### src/rtl/fifo_pkg.sv
`default_nettype none
// ============================================================================
// Module      : fifo_pkg
// Description : Shared types and helpers for sync_fifo_level: the sticky
//               error-flag struct and the level threshold compare.
// Revision    : 1.0 - initial release
// ============================================================================
package fifo_pkg;

  // Sticky error flags reported by the FIFO.
  typedef struct packed {
    logic overflow;
    logic underflow;
  } fifo_err_t;

  // Unsigned "a >= b" on occupancy values; used for both threshold flags
  // (almost-empty swaps the operands).
  function automatic logic level_ge(input int unsigned a, input int unsigned b);
    return (a >= b);
  endfunction

endpackage : fifo_pkg
`default_nettype wire

### src/rtl/fifo_mem.sv
`default_nettype none
// ============================================================================
// Module      : fifo_mem
// Description : FIFO storage array, one synchronous write port and one
//               asynchronous read port. Contents are not reset.
// Revision    : 1.0 - initial release
// ============================================================================
module fifo_mem #(
  parameter int BITS = 32,
  parameter int SIZE = 16,
  localparam int AW  = $clog2(SIZE)
) (
  input  logic            clk,
  input  logic            wr_en,
  input  logic [AW-1:0]   wr_addr,
  input  logic [BITS-1:0] wr_data,
  input  logic [AW-1:0]   rd_addr,
  output logic [BITS-1:0] rd_data
);

  logic [BITS-1:0] r_mem [SIZE];

  // Storage write; no reset so the array maps onto plain RAM.
  always_ff @(posedge clk) begin
    if (wr_en) begin
      r_mem[wr_addr] <= wr_data;
    end
  end

  assign rd_data = r_mem[rd_addr];

endmodule : fifo_mem
`default_nettype wire

### src/rtl/sync_fifo_level.sv
`default_nettype none
// ============================================================================
// Module      : sync_fifo_level
// Description : Single-clock FIFO with occupancy output, almost-full /
//               almost-empty thresholds and sticky overflow/underflow flags.
//               Define SYNC_FIFO_LEVEL_FWFT_EN for first-word-fall-through
//               read mode; otherwise read data arrives one cycle after an
//               accepted read.
// Revision    : 1.0 - initial release
// ============================================================================
module sync_fifo_level
  import fifo_pkg::*;
#(
  parameter int BITS = 32,
  parameter int SIZE = 16,
  localparam int LVL = $clog2(SIZE) + 1
) (
  input  logic            clk,
  input  logic            rst_n,
  input  logic            p_write_en,
  input  logic [BITS-1:0] p_write_data,
  output logic            p_write_full,
  output logic            p_write_almost_full,
  input  logic [LVL-1:0]  p_af_thresh,
  input  logic            p_read_en,
  output logic [BITS-1:0] p_read_data,
  output logic            p_read_empty,
  output logic            p_read_almost_empty,
  input  logic [LVL-1:0]  p_ae_thresh,
  output logic [LVL-1:0]  p_level,
  output logic            p_overflow,
  output logic            p_underflow,
  input  logic            p_err_clear
);

  localparam int AW = $clog2(SIZE);
  localparam logic [LVL-1:0] c_full_lvl = LVL'(SIZE);
  localparam logic [LVL-1:0] c_one_lvl  = LVL'(1);

  logic [AW-1:0]   r_wr_ptr;
  logic [AW-1:0]   r_rd_ptr;
  logic [LVL-1:0]  r_level;
  logic [BITS-1:0] r_rd_data;
  fifo_err_t       r_err;

  logic            w_full;
  logic            w_empty;
  logic            w_wr_acc;
  logic            w_rd_acc;
  logic            w_mem_we;
  logic [BITS-1:0] w_mem_rd_data;

  assign w_full   = (r_level == c_full_lvl);
  assign w_wr_acc = p_write_en && !w_full;
  assign w_rd_acc = p_read_en && !w_empty;

  fifo_mem #(
    .BITS (BITS),
    .SIZE (SIZE)
  ) u_mem (
    .clk     (clk),
    .wr_en   (w_mem_we),
    .wr_addr (r_wr_ptr),
    .wr_data (p_write_data),
    .rd_addr (r_rd_ptr),
    .rd_data (w_mem_rd_data)
  );

  // Write pointer follows every entry that lands in the storage array.
  always_ff @(posedge clk or negedge rst_n) begin
    if (!rst_n) begin
      r_wr_ptr <= '0;
    end else if (w_mem_we) begin
      r_wr_ptr <= r_wr_ptr + AW'(1);
    end
  end

  // Occupancy counter; a simultaneous read and write leaves it unchanged.
  always_ff @(posedge clk or negedge rst_n) begin
    if (!rst_n) begin
      r_level <= '0;
    end else if (w_wr_acc && !w_rd_acc) begin
      r_level <= r_level + c_one_lvl;
    end else if (w_rd_acc && !w_wr_acc) begin
      r_level <= r_level - c_one_lvl;
    end
  end

  // Sticky error flags; a new event wins over a same-cycle clear.
  always_ff @(posedge clk or negedge rst_n) begin
    if (!rst_n) begin
      r_err <= '0;
    end else begin
      r_err.overflow  <= (p_write_en && w_full)  || (r_err.overflow  && !p_err_clear);
      r_err.underflow <= (p_read_en  && w_empty) || (r_err.underflow && !p_err_clear);
    end
  end

`ifdef SYNC_FIFO_LEVEL_FWFT_EN
  // The output register holds the head entry; the array holds the rest.
  logic           r_out_valid;
  logic [LVL-1:0] w_mem_cnt;
  logic           w_mem_empty;
  logic           w_load;
  logic           w_bypass;

  assign w_mem_cnt   = r_level - {{(LVL-1){1'b0}}, r_out_valid};
  assign w_mem_empty = (w_mem_cnt == '0);
  assign w_load      = !r_out_valid || w_rd_acc;
  // A write that meets an empty array while the output register is being
  // refilled goes straight to the output so empty drops after one cycle.
  assign w_bypass    = w_load && w_mem_empty && w_wr_acc;
  assign w_mem_we    = w_wr_acc && !w_bypass;
  assign w_empty     = !r_out_valid;

  // Refill the output register from the array, or from the write port when
  // the array has nothing buffered.
  always_ff @(posedge clk or negedge rst_n) begin
    if (!rst_n) begin
      r_out_valid <= 1'b0;
      r_rd_data   <= '0;
      r_rd_ptr    <= '0;
    end else if (w_load) begin
      if (!w_mem_empty) begin
        r_out_valid <= 1'b1;
        r_rd_data   <= w_mem_rd_data;
        r_rd_ptr    <= r_rd_ptr + AW'(1);
      end else if (w_wr_acc) begin
        r_out_valid <= 1'b1;
        r_rd_data   <= p_write_data;
      end else begin
        r_out_valid <= 1'b0;
      end
    end
  end
`else
  assign w_mem_we = w_wr_acc;
  assign w_empty  = (r_level == '0);

  // Registered read: data updates only on an accepted read and holds after.
  always_ff @(posedge clk or negedge rst_n) begin
    if (!rst_n) begin
      r_rd_data <= '0;
      r_rd_ptr  <= '0;
    end else if (w_rd_acc) begin
      r_rd_data <= w_mem_rd_data;
      r_rd_ptr  <= r_rd_ptr + AW'(1);
    end
  end
`endif

  assign p_write_full        = w_full;
  assign p_read_empty        = w_empty;
  assign p_level             = r_level;
  assign p_read_data         = r_rd_data;
  assign p_overflow          = r_err.overflow;
  assign p_underflow         = r_err.underflow;
  // Thresholds above SIZE can never be reached, so almost-full stays low.
  assign p_write_almost_full = level_ge(32'(r_level), 32'(p_af_thresh));
  assign p_read_almost_empty = level_ge(32'(p_ae_thresh), 32'(r_level));

endmodule : sync_fifo_level
`default_nettype wire

### config.mk
export PLATFORM = sky130hd
export DESIGN_NAME = sync_fifo_level
export DESIGN_NICKNAME = d
export VERILOG_FILES = /design/src/rtl/fifo_pkg.sv /design/src/rtl/fifo_mem.sv /design/src/rtl/sync_fifo_level.sv
export SDC_FILE = /design/constraint.sdc
export NUM_CORES = 1
export LEC_CHECK = 0
export ABC_AREA = 1
export BUFFER_PORTS_ARGS = -buffer_cell sky130_fd_sc_hd__clkbuf_2
export CAP_MARGIN = 20
export CORE_ASPECT_RATIO = 0.7
export CORE_UTILIZATION = 29
export CTS_CLUSTER_SIZE = 30
export DETAILED_ROUTE_END_ITERATION = 10
export GPL_ROUTABILITY_DRIVEN = 1
export GPL_TIMING_DRIVEN = 0
export PLACE_DENSITY = 0.55
export SLEW_MARGIN = 20
export SYNTH_ARGS = -nofsm -noshare
export SYNTH_HDL_FRONTEND = slang
export SYNTH_SLANG_ARGS = --single-unit
### constraint.sdc
create_clock -name clk -period 6.1 [get_ports clk]
set_input_delay 1.525 -clock clk [delete_from_list [all_inputs] [get_ports clk]]
set_output_delay 1.525 -clock clk [all_outputs]
set_load 0.03 [all_outputs]
==> impl_results.md <==
* MaxCap Viol Count at 0
* First-pass DRT Iterations at 5
* Initial antenna violation count at 1
* Final setup viols at 0
* Worst vdd ir at 261 uV
* Synthesized flop and latch total at ~560
* Critical path launch point type: input port
* Ys Warns at 0
* DR DRC count at 0
* Final GP Congestion at between 0.8 and 0.9
* Slew @ Worst Pin at 1090 ps
* Cell area after synthesis at 22900 um^2
* Period utilization at 70.3%
* Worst EP required at about 4600 ps
* Crit. End Element: output pin
* P&R area growth vs syn at 18.2%
* GR peak layer: met2
* Post-CTS Hold Buffers at 0
* Synth cell types at 30
* Most frequent cells in the layout: 810 x nand2_1, 512 x edfxtp_1, 386 x nand3_1
* CP Class: in -> out
* Met1 Use GR at 25.0%
* Die width at 338 um
* CTS Sinks at 559
* Normalized max-slew margin at 27.5%
* Final Hold Viols at 0
* Layout Utilization at 34.9%
* Worst-skew pair later-pin latency at 600 ps
* Detailed Route Iter0 Violations at around 1800
* GRT overflow at 0
* GR Layer Usage met3 at 4.29%
* WL final at 69.9 mm
* Inserted Diodes at 0
* CTS tree: done
* Port bufs at around 90
* Fmax at 233 MHz
* Final #Nets at 2266
* Unrepaired setup endpoints after global routing: no
* Reg clk slew, reported paths at 60 ps
* Row count at 85
* Die height at roughly 240 um
* Worst path most repeated cell: clkbuf_2
* Via density at 4.81
* Met2 Use GR at between 20% and 30%
* Detailed Place HPWL at approximately 49 mm
* Core area at 77500 um^2
* Syn nets at 2041
* Pwr dens at 470 nW/um^2
* Commonest non-fill, non-tap cell in the layout: nand2_1
* Resized Gates After CTS at 0
* Die area at 80200 um^2
* Antenna-violating nets left at 0
* Sequential area share after synthesis at between 70% and 80%
* Total Routing Usage GR at 17.3%
* CP max-delay cell: o311ai_0
* Area of all sequential standard cells at 16600 um^2
* Initial Util at 29.6%
* Worst Hold Class: reg -> reg
* Largest net degree at the start of global routing at 36
* First-pass GRT wire length at 101 mm
* Root Buffer: clkbuf_16
* Vias in the first global route at between 15000 and 20000
* Placed Area at 25400 um^2
* Routed len/inst at about 21 um
* Fraction of layout cells with a size suffix above 1 at 16.3%
* Slowest cell delay on critical path at 430 ps
* Clock Tree Buf Depth at 3
* Syn Area/Cell at 11.6 um^2
* Post-CTS Repair Setup Buffers at 0
* Crit-path cells: clkbuf_2, inv_1, ha_1, nand2_1, o311ai_0, clkbuf_2
* Post-route cell area at 27100 um^2
* Leakage Power at approximately 11 nW
* Fill cell count at about 7600
* Slew Viols, Final at 0
* Status: complete, no violations
* Num CTS Buffers at 53
* Skew final at 33.9 ps
* Post-synthesis cell count at 1974
* Crit path max fanout at 3
* Htree depth at 2
* Io pins at 90
* Multi-input logic area at 5610 um^2
* Min Tclk post-route at 4290 ps
* Vias at roughly 16000
* Critical Path AT at 2770 ps
where the power goes:
part           internal (mW)  switching [mW]
Sequential              4.62           0.166
Combinational           1.34            3.39
Clock                   1.77            1.44
Total                   7.73            5.00
through the flow:
stage / hold WS (ps) / TNS, ps / total power [mW] / std cells / setup slack [ps]
after floorplan: 493 / 0 / 7.72 / 1974 / 1470
after global placement: 469 / -681440 / 9.44 / 3107 / -1470
after detailed placement: 468 / 0 / 9.57 / 3188 / 1830
after CTS: 485 / 0 / 12.8 / 3287 / 1820
after global routing: 506 / 0 / 13.4 / 3287 / 1770
final: 478 / 0 / 12.7 / 3287 / 1810
critical path, delay by kind of cell:
kind            cells  cell delay [ps]
compound gates      1              430
fa+ha+maj           1              310
simple gates        1               90
buf+inv             3              410
metal layers:
| metal | wire [um] | part of all wire, % |
|---|---|---|
| met4 | 1370 | 2.0 |
| met3 | 7360 | 11 |
| met2 | 30700 | 44 |
| met1 | 30500 | 44 |
| met5 | 13 | 0.019 |
flip-flops by register name, indices dropped and copies added (netlist names):
| name | count |
|---|---|
| p_read_data | 32 |
| p_overflow | 1 |
| r_wr_ptr | 4 |
| u_mem.r_mem | 512 |
| p_underflow | 1 |
| p_level | 5 |
| r_rd_ptr | 4 |
cells by family (layout without fill, tap and decap cells):
logic type,after synthesis,count (layout),share of synthesized area (%)
adders and majority gates,20,20,1.12
AOI/OAI and AO/OA,19,19,0.502
and+or+nand+nor,1219,1219,22.2
DFF,559,559,72.2
buffers and inverters,150,419,3.69
xor gates and xnor gates,7,7,0.267
synth_stat cells (all sizes together):
cell type / number / area share (%)
nand3: 386 / 8.4
o21ai: 6 / 0.13
edfxtp: 512 / 67
fa: 1 / 0.087
xnor2: 3 / 0.11
o21a: 2 / 0.065
nor2: 3 / 0.049
o21bai: 1 / 0.033
nand4: 2 / 0.055
a31oi: 1 / 0.027
nor3: 16 / 0.35
inv: 33 / 0.55
buf: 106 / 3.0
nor4: 1 / 0.055
ha: 19 / 1.0
a21oi: 5 / 0.11
o311ai: 2 / 0.076
dfrtp: 47 / 5.1
xor2: 4 / 0.15
a21boi: 1 / 0.033
clkinv: 1 / 0.016
clkbuf: 10 / 0.16
nand2: 811 / 13
o22ai: 1 / 0.027
final cells by class:
type                       instances  area share (%)
buffer                           116            2.64
clock buffer                      72            5.27
clock inverter                    27           0.822
inverter                          34           0.480
multi-input combinational       1265            20.7
sequential                       559            61.1
tap                             1044            4.82
timing repair buffer             170            4.15
worst paths after layout:
check	slack, ps	start	end	depth (start not counted)
worst min register to register	480	p_read_data[10]	p_read_data[10]	2
worst min-delay path	480	p_read_data[10]	p_read_data[10]	2
min in group asynchronous	820	rst_n	r_wr_ptr[0]	1
worst max-delay path	1810	p_af_thresh[4]	p_write_almost_full	6
max in group asynchronous	4740	rst_n	p_read_data[6]	2
worst max register to register	3220	p_level[0]	p_level[4]	13
Note: power is estimated with default switching activity, not from simulation.
